`src/rtl/capture_pkg.sv`:
```
// Shared types and helpers for the circle capture stage.
// Contents:
//   coord_x_t / coord_y_t : 11-bit x and 10-bit y pixel coordinates
//   point_t               : packed {x, y} corner
//   cap_state_e           : capture FSM states (value 3 is unused)
//   abs_diff              : unsigned |a-b| on x coordinates
//   square_y              : y of corner 2 when the bounding box is forced square
package capture_pkg;

    localparam int X_W   = 11;
    localparam int Y_W   = 10;
    localparam int CNT_W = 4;

    typedef logic [X_W-1:0] coord_x_t;
    typedef logic [Y_W-1:0] coord_y_t;

    typedef struct packed {
        coord_x_t x;
        coord_y_t y;
    } point_t;

    typedef enum logic [1:0] {
        IDLE = 2'd0,
        ARM  = 2'd1,
        DRAG = 2'd2
    } cap_state_e;

    function automatic coord_x_t abs_diff(input coord_x_t a, input coord_x_t b);
        return (a >= b) ? (a - b) : (b - a);
    endfunction

    // Moves away from ref_y by d in the direction of pen_y, saturating to [0, y_max].
    function automatic coord_y_t square_y(input coord_y_t ref_y, input coord_y_t pen_y,
                                          input coord_x_t d, input coord_y_t y_max);
        logic [X_W:0] sum;
        if (pen_y >= ref_y) begin
            sum = {2'b00, ref_y} + {1'b0, d};
            return (sum > {2'b00, y_max}) ? y_max : sum[Y_W-1:0];
        end
        else begin
            return (d > {1'b0, ref_y}) ? '0 : (ref_y - d[Y_W-1:0]);
        end
    endfunction

endpackage

```
`src/rtl/frame_counter_sat.sv`:
```
// 4-bit saturating frame counter.
// Ports:
//   i_clk, i_rst_n : clock, synchronous active-low reset
//   i_clr          : clear; together with i_inc it loads 1 (first qualifying frame)
//   i_inc          : count one frame
//   i_target       : terminal value
//   o_hit          : the next increment reaches i_target (does not depend on i_inc,
//                    so the controller can use it to decide whether to increment)
module frame_counter_sat
    import capture_pkg::*;
(
    input  logic             i_clk,
    input  logic             i_rst_n,
    input  logic             i_clr,
    input  logic             i_inc,
    input  logic [CNT_W-1:0] i_target,
    output logic             o_hit
);

    logic [CNT_W-1:0] r_count;
    logic [CNT_W-1:0] w_next;

    assign w_next = (r_count == {CNT_W{1'b1}}) ? r_count : r_count + 1'b1;
    assign o_hit  = (w_next >= i_target);

    always_ff @(posedge i_clk) begin
        if (!i_rst_n) begin
            r_count <= '0;
        end
        else if (i_clr) begin
            r_count <= i_inc ? CNT_W'(1) : '0;
        end
        else if (i_inc) begin
            r_count <= w_next;
        end
    end

endmodule

```
`src/rtl/circle_capture.sv`:
```
// Gesture capture: debounces pen-down, anchors corner 1, tracks corner 2 while
// dragging and commits the shape on release. Corners only move on frame ticks.
// Optional feature: define CAPTURE_SQUARE_EN to force a square bounding box
// (corner 2 y follows the x extent).
// Ports:
//   clk_in, rst_in      : pixel clock, synchronous active-low reset
//   new_frame_in        : one-cycle frame tick; pen inputs sampled only then
//   pen_x_in/pen_y_in   : centroid, clamped to H_MAX/V_MAX
//   pen_valid_in        : centroid found this frame
//   pen_down_in         : drawing gesture active
//   clear_in            : drop committed shape (any cycle, beats a tick)
//   x/y_out_1, x/y_out_2: corners (preview in DRAG, committed otherwise)
//   shape_valid_out     : corners are meaningful
//   commit_out          : one-cycle pulse after a committing tick
//   state_out           : FSM state
//
// state | meaning
// IDLE  | waiting for pen down; outputs show committed shape
// ARM   | debouncing pen down, counting qualifying frames
// DRAG  | tracking corner 2; outputs show preview
// (3)   | unused, recovers to IDLE
module circle_capture
    import capture_pkg::*;
#(
    parameter int H_MAX           = 1279,
    parameter int V_MAX           = 719,
    parameter int DEBOUNCE_FRAMES = 3,
    parameter int LOST_FRAMES     = 8,
    parameter int MIN_SIZE        = 8
)
(
    input  logic        clk_in,
    input  logic        rst_in,
    input  logic        new_frame_in,
    input  logic [10:0] pen_x_in,
    input  logic [9:0]  pen_y_in,
    input  logic        pen_valid_in,
    input  logic        pen_down_in,
    input  logic        clear_in,
    output logic [10:0] x_out_1,
    output logic [9:0]  y_out_1,
    output logic [10:0] x_out_2,
    output logic [9:0]  y_out_2,
    output logic        shape_valid_out,
    output logic        commit_out,
    output logic [1:0]  state_out
);

    localparam coord_x_t X_MAX_C = coord_x_t'(H_MAX);
    localparam coord_y_t Y_MAX_C = coord_y_t'(V_MAX);
    localparam coord_x_t MIN_C   = coord_x_t'(MIN_SIZE);

    cap_state_e r_state, w_state_next;
    point_t     r_anchor, w_anchor_next;
    point_t     r_p1, w_p1_next;
    point_t     r_p2, w_p2_next;
    point_t     r_cmt_p1, w_cmt_p1_next;
    point_t     r_cmt_p2, w_cmt_p2_next;
    logic       r_cmt_valid, w_cmt_valid_next;
    logic       r_commit, w_commit_next;

    point_t     w_pen;
    point_t     w_p2_pen;
    logic       w_tick;
    logic       w_pen_ok;
    logic       w_in_drag;
    logic       w_cnt_clr, w_cnt_inc, w_cnt_hit;
    logic       w_lost_clr, w_lost_inc, w_lost_hit;

    // A clear in a tick cycle discards that tick's sample entirely.
    assign w_tick   = new_frame_in & ~clear_in;
    assign w_pen_ok = pen_down_in & pen_valid_in;

    assign w_pen.x = (pen_x_in > X_MAX_C) ? X_MAX_C : pen_x_in;
    assign w_pen.y = (pen_y_in > Y_MAX_C) ? Y_MAX_C : pen_y_in;

    // Candidate corner 2 from the pen. In ARM corner 1 is about to become the
    // anchor, in DRAG it is the current p1.
    assign w_p2_pen.x = w_pen.x;
`ifdef CAPTURE_SQUARE_EN
    point_t w_ref;
    assign w_ref      = (r_state == DRAG) ? r_p1 : r_anchor;
    assign w_p2_pen.y = square_y(w_ref.y, w_pen.y, abs_diff(w_pen.x, w_ref.x), Y_MAX_C);
`else
    assign w_p2_pen.y = w_pen.y;
`endif

    frame_counter_sat u_cnt (
        .i_clk    (clk_in),
        .i_rst_n  (rst_in),
        .i_clr    (w_cnt_clr),
        .i_inc    (w_cnt_inc),
        .i_target (CNT_W'(DEBOUNCE_FRAMES)),
        .o_hit    (w_cnt_hit)
    );

    frame_counter_sat u_lost (
        .i_clk    (clk_in),
        .i_rst_n  (rst_in),
        .i_clr    (w_lost_clr),
        .i_inc    (w_lost_inc),
        .i_target (CNT_W'(LOST_FRAMES)),
        .o_hit    (w_lost_hit)
    );

    always_ff @(posedge clk_in) begin
        if (!rst_in) begin
            r_state <= IDLE;
        end
        else begin
            r_state <= w_state_next;
        end
    end

    always_comb begin
        w_state_next     = r_state;
        w_anchor_next    = r_anchor;
        w_p1_next        = r_p1;
        w_p2_next        = r_p2;
        w_cmt_p1_next    = r_cmt_p1;
        w_cmt_p2_next    = r_cmt_p2;
        w_cmt_valid_next = r_cmt_valid;
        w_commit_next    = 1'b0;
        w_cnt_clr        = 1'b0;
        w_cnt_inc        = 1'b0;
        w_lost_clr       = 1'b0;
        w_lost_inc       = 1'b0;

        case (r_state)
            IDLE: begin
                if (w_tick && w_pen_ok) begin
                    w_anchor_next = w_pen;
                    w_cnt_clr     = 1'b1;
                    w_cnt_inc     = 1'b1;
                    if (DEBOUNCE_FRAMES == 1) begin
                        w_p1_next    = w_pen;
                        w_p2_next    = w_pen;
                        w_lost_clr   = 1'b1;
                        w_state_next = DRAG;
                    end
                    else begin
                        w_state_next = ARM;
                    end
                end
            end
            ARM: begin
                if (w_tick) begin
                    if (w_pen_ok) begin
                        w_cnt_inc = 1'b1;
                        if (w_cnt_hit) begin
                            w_p1_next    = r_anchor;
                            w_p2_next    = w_p2_pen;
                            w_lost_clr   = 1'b1;
                            w_state_next = DRAG;
                        end
                    end
                    else begin
                        w_state_next = IDLE;
                    end
                end
            end
            DRAG: begin
                if (w_tick) begin
                    if (w_pen_ok) begin
                        w_p2_next  = w_p2_pen;
                        w_lost_clr = 1'b1;
                    end
                    else if (pen_down_in) begin
                        w_lost_inc = 1'b1;
                        if (w_lost_hit) begin
                            w_state_next = IDLE;
                        end
                    end
                    else begin
                        if (abs_diff(r_p2.x, r_p1.x) >= MIN_C) begin
                            w_cmt_p1_next    = r_p1;
                            w_cmt_p2_next    = r_p2;
                            w_cmt_valid_next = 1'b1;
                            w_commit_next    = 1'b1;
                        end
                        w_state_next = IDLE;
                    end
                end
            end
            default: begin
                w_state_next = IDLE;
            end
        endcase

        if (clear_in) begin
            w_state_next     = IDLE;
            w_cmt_p1_next    = '0;
            w_cmt_p2_next    = '0;
            w_cmt_valid_next = 1'b0;
            w_commit_next    = 1'b0;
        end
    end

    always_ff @(posedge clk_in) begin
        if (!rst_in) begin
            r_anchor    <= '0;
            r_p1        <= '0;
            r_p2        <= '0;
            r_cmt_p1    <= '0;
            r_cmt_p2    <= '0;
            r_cmt_valid <= 1'b0;
            r_commit    <= 1'b0;
        end
        else begin
            r_anchor    <= w_anchor_next;
            r_p1        <= w_p1_next;
            r_p2        <= w_p2_next;
            r_cmt_p1    <= w_cmt_p1_next;
            r_cmt_p2    <= w_cmt_p2_next;
            r_cmt_valid <= w_cmt_valid_next;
            r_commit    <= w_commit_next;
        end
    end

    // Pure selection between registers, so outputs only move one cycle after a tick.
    assign w_in_drag       = (r_state == DRAG);
    assign x_out_1         = w_in_drag ? r_p1.x : r_cmt_p1.x;
    assign y_out_1         = w_in_drag ? r_p1.y : r_cmt_p1.y;
    assign x_out_2         = w_in_drag ? r_p2.x : r_cmt_p2.x;
    assign y_out_2         = w_in_drag ? r_p2.y : r_cmt_p2.y;
    assign shape_valid_out = r_cmt_valid | w_in_drag;
    assign commit_out      = r_commit;
    assign state_out       = r_state;

endmodule

```
`config.mk`:
```
export PLATFORM = sky130hd
export DESIGN_NAME = circle_capture
export DESIGN_NICKNAME = d
export VERILOG_FILES = /design/src/rtl/capture_pkg.sv /design/src/rtl/frame_counter_sat.sv /design/src/rtl/circle_capture.sv
export SDC_FILE = /design/constraint.sdc
export NUM_CORES = 1
export LEC_CHECK = 0
export BUFFER_PORTS_ARGS = -buffer_cell sky130_fd_sc_hd__buf_2
export CAP_MARGIN = 20
export CORE_ASPECT_RATIO = 0.9
export CORE_UTILIZATION = 59
export CTS_BUF_LIST = sky130_fd_sc_hd__clkbuf_16
export CTS_CLUSTER_DIAMETER = 120
export DETAILED_ROUTE_END_ITERATION = 16
export PLACE_DENSITY = 0.82
export SLEW_MARGIN = 10
export SYNTH_ARGS = -nofsm -noshare
export SYNTH_HDL_FRONTEND = slang
export SYNTH_SLANG_ARGS = --single-unit
```
`constraint.sdc`:
```
create_clock -name clk_in -period 3.4 [get_ports clk_in]
set_input_delay 0.68 -clock clk_in [delete_from_list [all_inputs] [get_ports clk_in]]
set_output_delay 0.68 -clock clk_in [all_outputs]
set_load 0.02 [all_outputs]
```
==> summary.md <==
| Metric | Value |
|---|---|
| Post-synthesis average cell area | `8.69 µm²` |
| Congestion Overflow GR | `0` |
| Number of warnings printed during yosys synthesis | `0` |
| Worst hold slack | `0.450 ns` |
| Number of max-slew violations in the final report | `0` |
| Category of the critical setup timing path | `reg -> reg` |
| Max Fanout on Critical Path | `20` |
| Area of all sequential standard cells | `2340 µm²` |
| Outcome | `complete, but fails checks` |
| Setup Skew | `approximately 0.0055 ns` |
| Clock transition at the register clock pins on the worst setup and hold paths after CTS | `0.05 ns` |
| Most frequent cells in the layout | `143 x nand2_1, 117 x dfxtp_1, 72 x buf_2` |
| Vertical die dimension | `between 100 and 150 µm` |
| Area share of the largest cell type after synthesis | `0.366` |
| Die Width | `about 110 µm` |
| Floorplan core area | `10400 µm²` |
| Total CTS buffers | `17` |
| Total of fill cells in the finished design | `a little under 800` |
| Area of the mapped netlist | `6400 µm²` |
| Vias/cell | `about 6` |
| Cell area reported after detailed placement | `6830 µm²` |
| Cell types occupying the most area after synthesis | `dfxtp_1 37%, nand2_1 8.4%, mux2_2 7.4%` |
| Number of unique standard cell types used by synthesis | `59` |
| Peak supply drop | `roughly 0.35 mV` |
| Die Outline Area | `about 11000 µm²` |
| Worst path arrival time | `3.51 ns` |
| Transition time at the pin with the least slew margin | `between 0.8 and 0.9 ns` |
| Cell Count Post-Placement | `901` |
| Cell Pwr Density | `about 440 nW/µm²` |
| Min-delay worst type | `reg -> reg` |
| Antenna Nets Post-Route | `0` |
| Ratio of final minimum period to clock period | `0.932` |
| Register bit count reported by yosys | `117` |
| Maximum number of pins on one net before global-route repair | `71` |
| Via count of the first global-routing pass | `5540` |
| CTS tree | `yes` |
| Unrepaired setup endpoints after global routing | `false` |
| Worst slew margin | `0.431` |
| Area of the multi-input gates | `approximately 3700 µm²` |
| Crit path required time | `3.74 ns` |
| DPL Wire Length | `between 10 and 15 mm` |
| Category of the worst setup path capture point | `flop` |
| FP Rows | `35` |
| Number of standard cells in the layout, taps in and fillers out | `933` |
| Number of maximum-capacitance constraint violations | `0` |
| Wire length of the first global-routing pass | `27.4 mm` |
| Buffer levels on the longest clock path | `2` |
| Minimum clock period | `about 3.2 ns` |
| Final layout net count | `~850` |
| Relative area change from synthesis to final layout | `16.0%` |
| Count of input and output buffers | `72` |
| Sequential fraction of the synthesis area | `0.366` |
| DR pass1 iterations | `13` |
| Buffer cell driving the clock tree root | `clkbuf_16` |
| Cell type with the highest aggregate area in the netlist | `dfxtp_1` |
| Max frequency | `~320 MHz` |
| Fraction of layout instances using a drive strength above 1 | `0.221` |
| Number of enable-type register cells in the synthesized netlist | `0` |
| Primary flip-flop cell chosen by synthesis mapping | `dfxtp_1` |
| Drt first-iter violations | `511` |
| Syn_nets | `789` |
| Final Instance Area | `7420 µm²` |
| Leakage | `3.41 nW` |
| Boundary Pins | `73` |
| Startpoint types | `flop` |
| Vias | `5712` |
| Number of sinks driven by the clock tree | `117` |
| Depth of the CTS H-tree | `4` |
| Final TNS setup | `0 ns` |
| Setup-failing EPs final | `0` |
| Count of mapped cells out of synthesis | `736` |
| Antenna violations before repair | `0` |
| Violations in the final reports | `design-rule violations` |
| Clock latency on the worst-skew pair | `slightly above 0.4 ns` |
| Number of buffers inserted by post-CTS setup repair | `0` |
| Starting density of the core | `0.616` |
| Share of synthesized registers carrying an async set or reset | `0` |
| Wire length per cell after detailed routing | `18.2 µm` |
| Total length of routed wires | `17.0 mm` |
| Ant diodes | `0` |
| Final Wtd Congestion | `approximately 0.89` |
| Number of remaining DRC errors | `3` |
| Total global-route track usage | `0.311` |
| Most common cell after layout, fill and taps aside | `nand2_1` |
| Number of failing hold endpoints at the final stage | `0` |
-- metal layers --
| metal | GRT usage | wire [µm] | vias to the layer above |
|---|---|---|---|
| li1 | - | - | 2716 |
| met1 | 0.392 | 7350 | 2760 |
| met2 | 0.531 | 8280 | 214 |
| met3 | 0.0673 | 1120 | 22 |
| met4 | 0.105 | 209 | 0 |
| met5 | 0 | 0 | - |
-- per-stage QoR --
stage / util / power [mW] / setup WS (ns)
final: 0.715 / 3.26 / 0.231
after global routing: 0.715 / 3.35 / 0.0236
after CTS: 0.713 / 3.27 / 0.232
after detailed placement: 0.658 / 1.55 / 0.255
after global placement: 0.658 / 1.54 / 0.331
after floorplan: - / 1.50 / 0.509
-- report_power, final --
group | switching [mW] | leakage [nW] | total [mW] | internal (mW)
Clock | 0.610 | 0.290 | 1.74 | 1.13
Sequential | 0.00544 | 0.943 | 1.39 | 1.38
Combinational | 0.0905 | 2.18 | 0.139 | 0.0485
Total | 0.706 | 3.41 | 3.26 | 2.56
-- sequential cells by signal, indices dropped and copies added (netlist names) --
name            count
u_lost.r_count      4
r_cmt_p1           21
r_cmt_p2           21
r_cmt_valid         1
r_anchor           21
state_out           2
u_cnt.r_count       4
r_p2               21
commit_out          1
r_p1               21
-- logic make-up after synthesis --
family | count (synthesis) | share of synthesized area
flip-flops | 117 | 0.366
AO/OA/AOI/OAI | 185 | 0.225
XOR/XNOR | 7 | 0.00958
multiplexers | 69 | 0.116
AND/OR/NAND/NOR | 245 | 0.170
buffers and inverters | 87 | 0.0624
adder cells (fa/ha/maj) | 26 | 0.0509
-- timing repair --
item	4_1_cts	5_1_grt
gates resized for setup	0	2
hold buffers	0	0
endpoints found under the setup margin	0	12
-- critical path: stages (launching register included) --
cell,delay (ns)
dfxtp_1,0.37
inv_1,0.07
ha_1,0.41
a211oi_2,0.21
nor2_1,0.08
or3_4,0.35
a211o_1,0.31
a2111oi_2,0.28
nor4b_4,0.27
or3_4,0.29
buf_12,0.22
mux2i_1,0.22
-- cell usage after synthesis (5+ instances only) --
cell / instances
o311ai_0: 21
dfxtp_1: 117
nand3_1: 10
o21ai_0: 17
nand2_1: 143
clkbuf_1: 44
nor2_1: 42
mux2_2: 42
a211oi_1: 7
nor3_1: 7
nand2b_1: 7
a21oi_1: 25
a31oi_1: 5
a21boi_0: 31
mux2i_1: 27
inv_1: 32
o21a_1: 5
o31ai_1: 19
ha_1: 26
o211a_1: 29
nor2b_1: 13
-- path summary, 6_finish.rpt --
kind               startpoint           to  slack (ns)  cells after the start
setup reg to reg     r_p1[13]  r_cmt_p2[3]        0.23                     11
hold reg to reg   r_cmt_valid  r_cmt_valid        0.45                      2
setup / recovery     r_p1[13]  r_cmt_p2[3]        0.23                     11
hold / removal    r_cmt_valid  r_cmt_valid        0.45                      2
-- cell type report --
cell class	count	area share
multi-input combinational	532	0.496
sequential	117	0.316
timing repair buffer	92	0.0732
clock buffer	17	0.0573
tap	129	0.0218
clock inverter	14	0.0194
inverter	32	0.0162
Power figures use the tool's default switching activity.
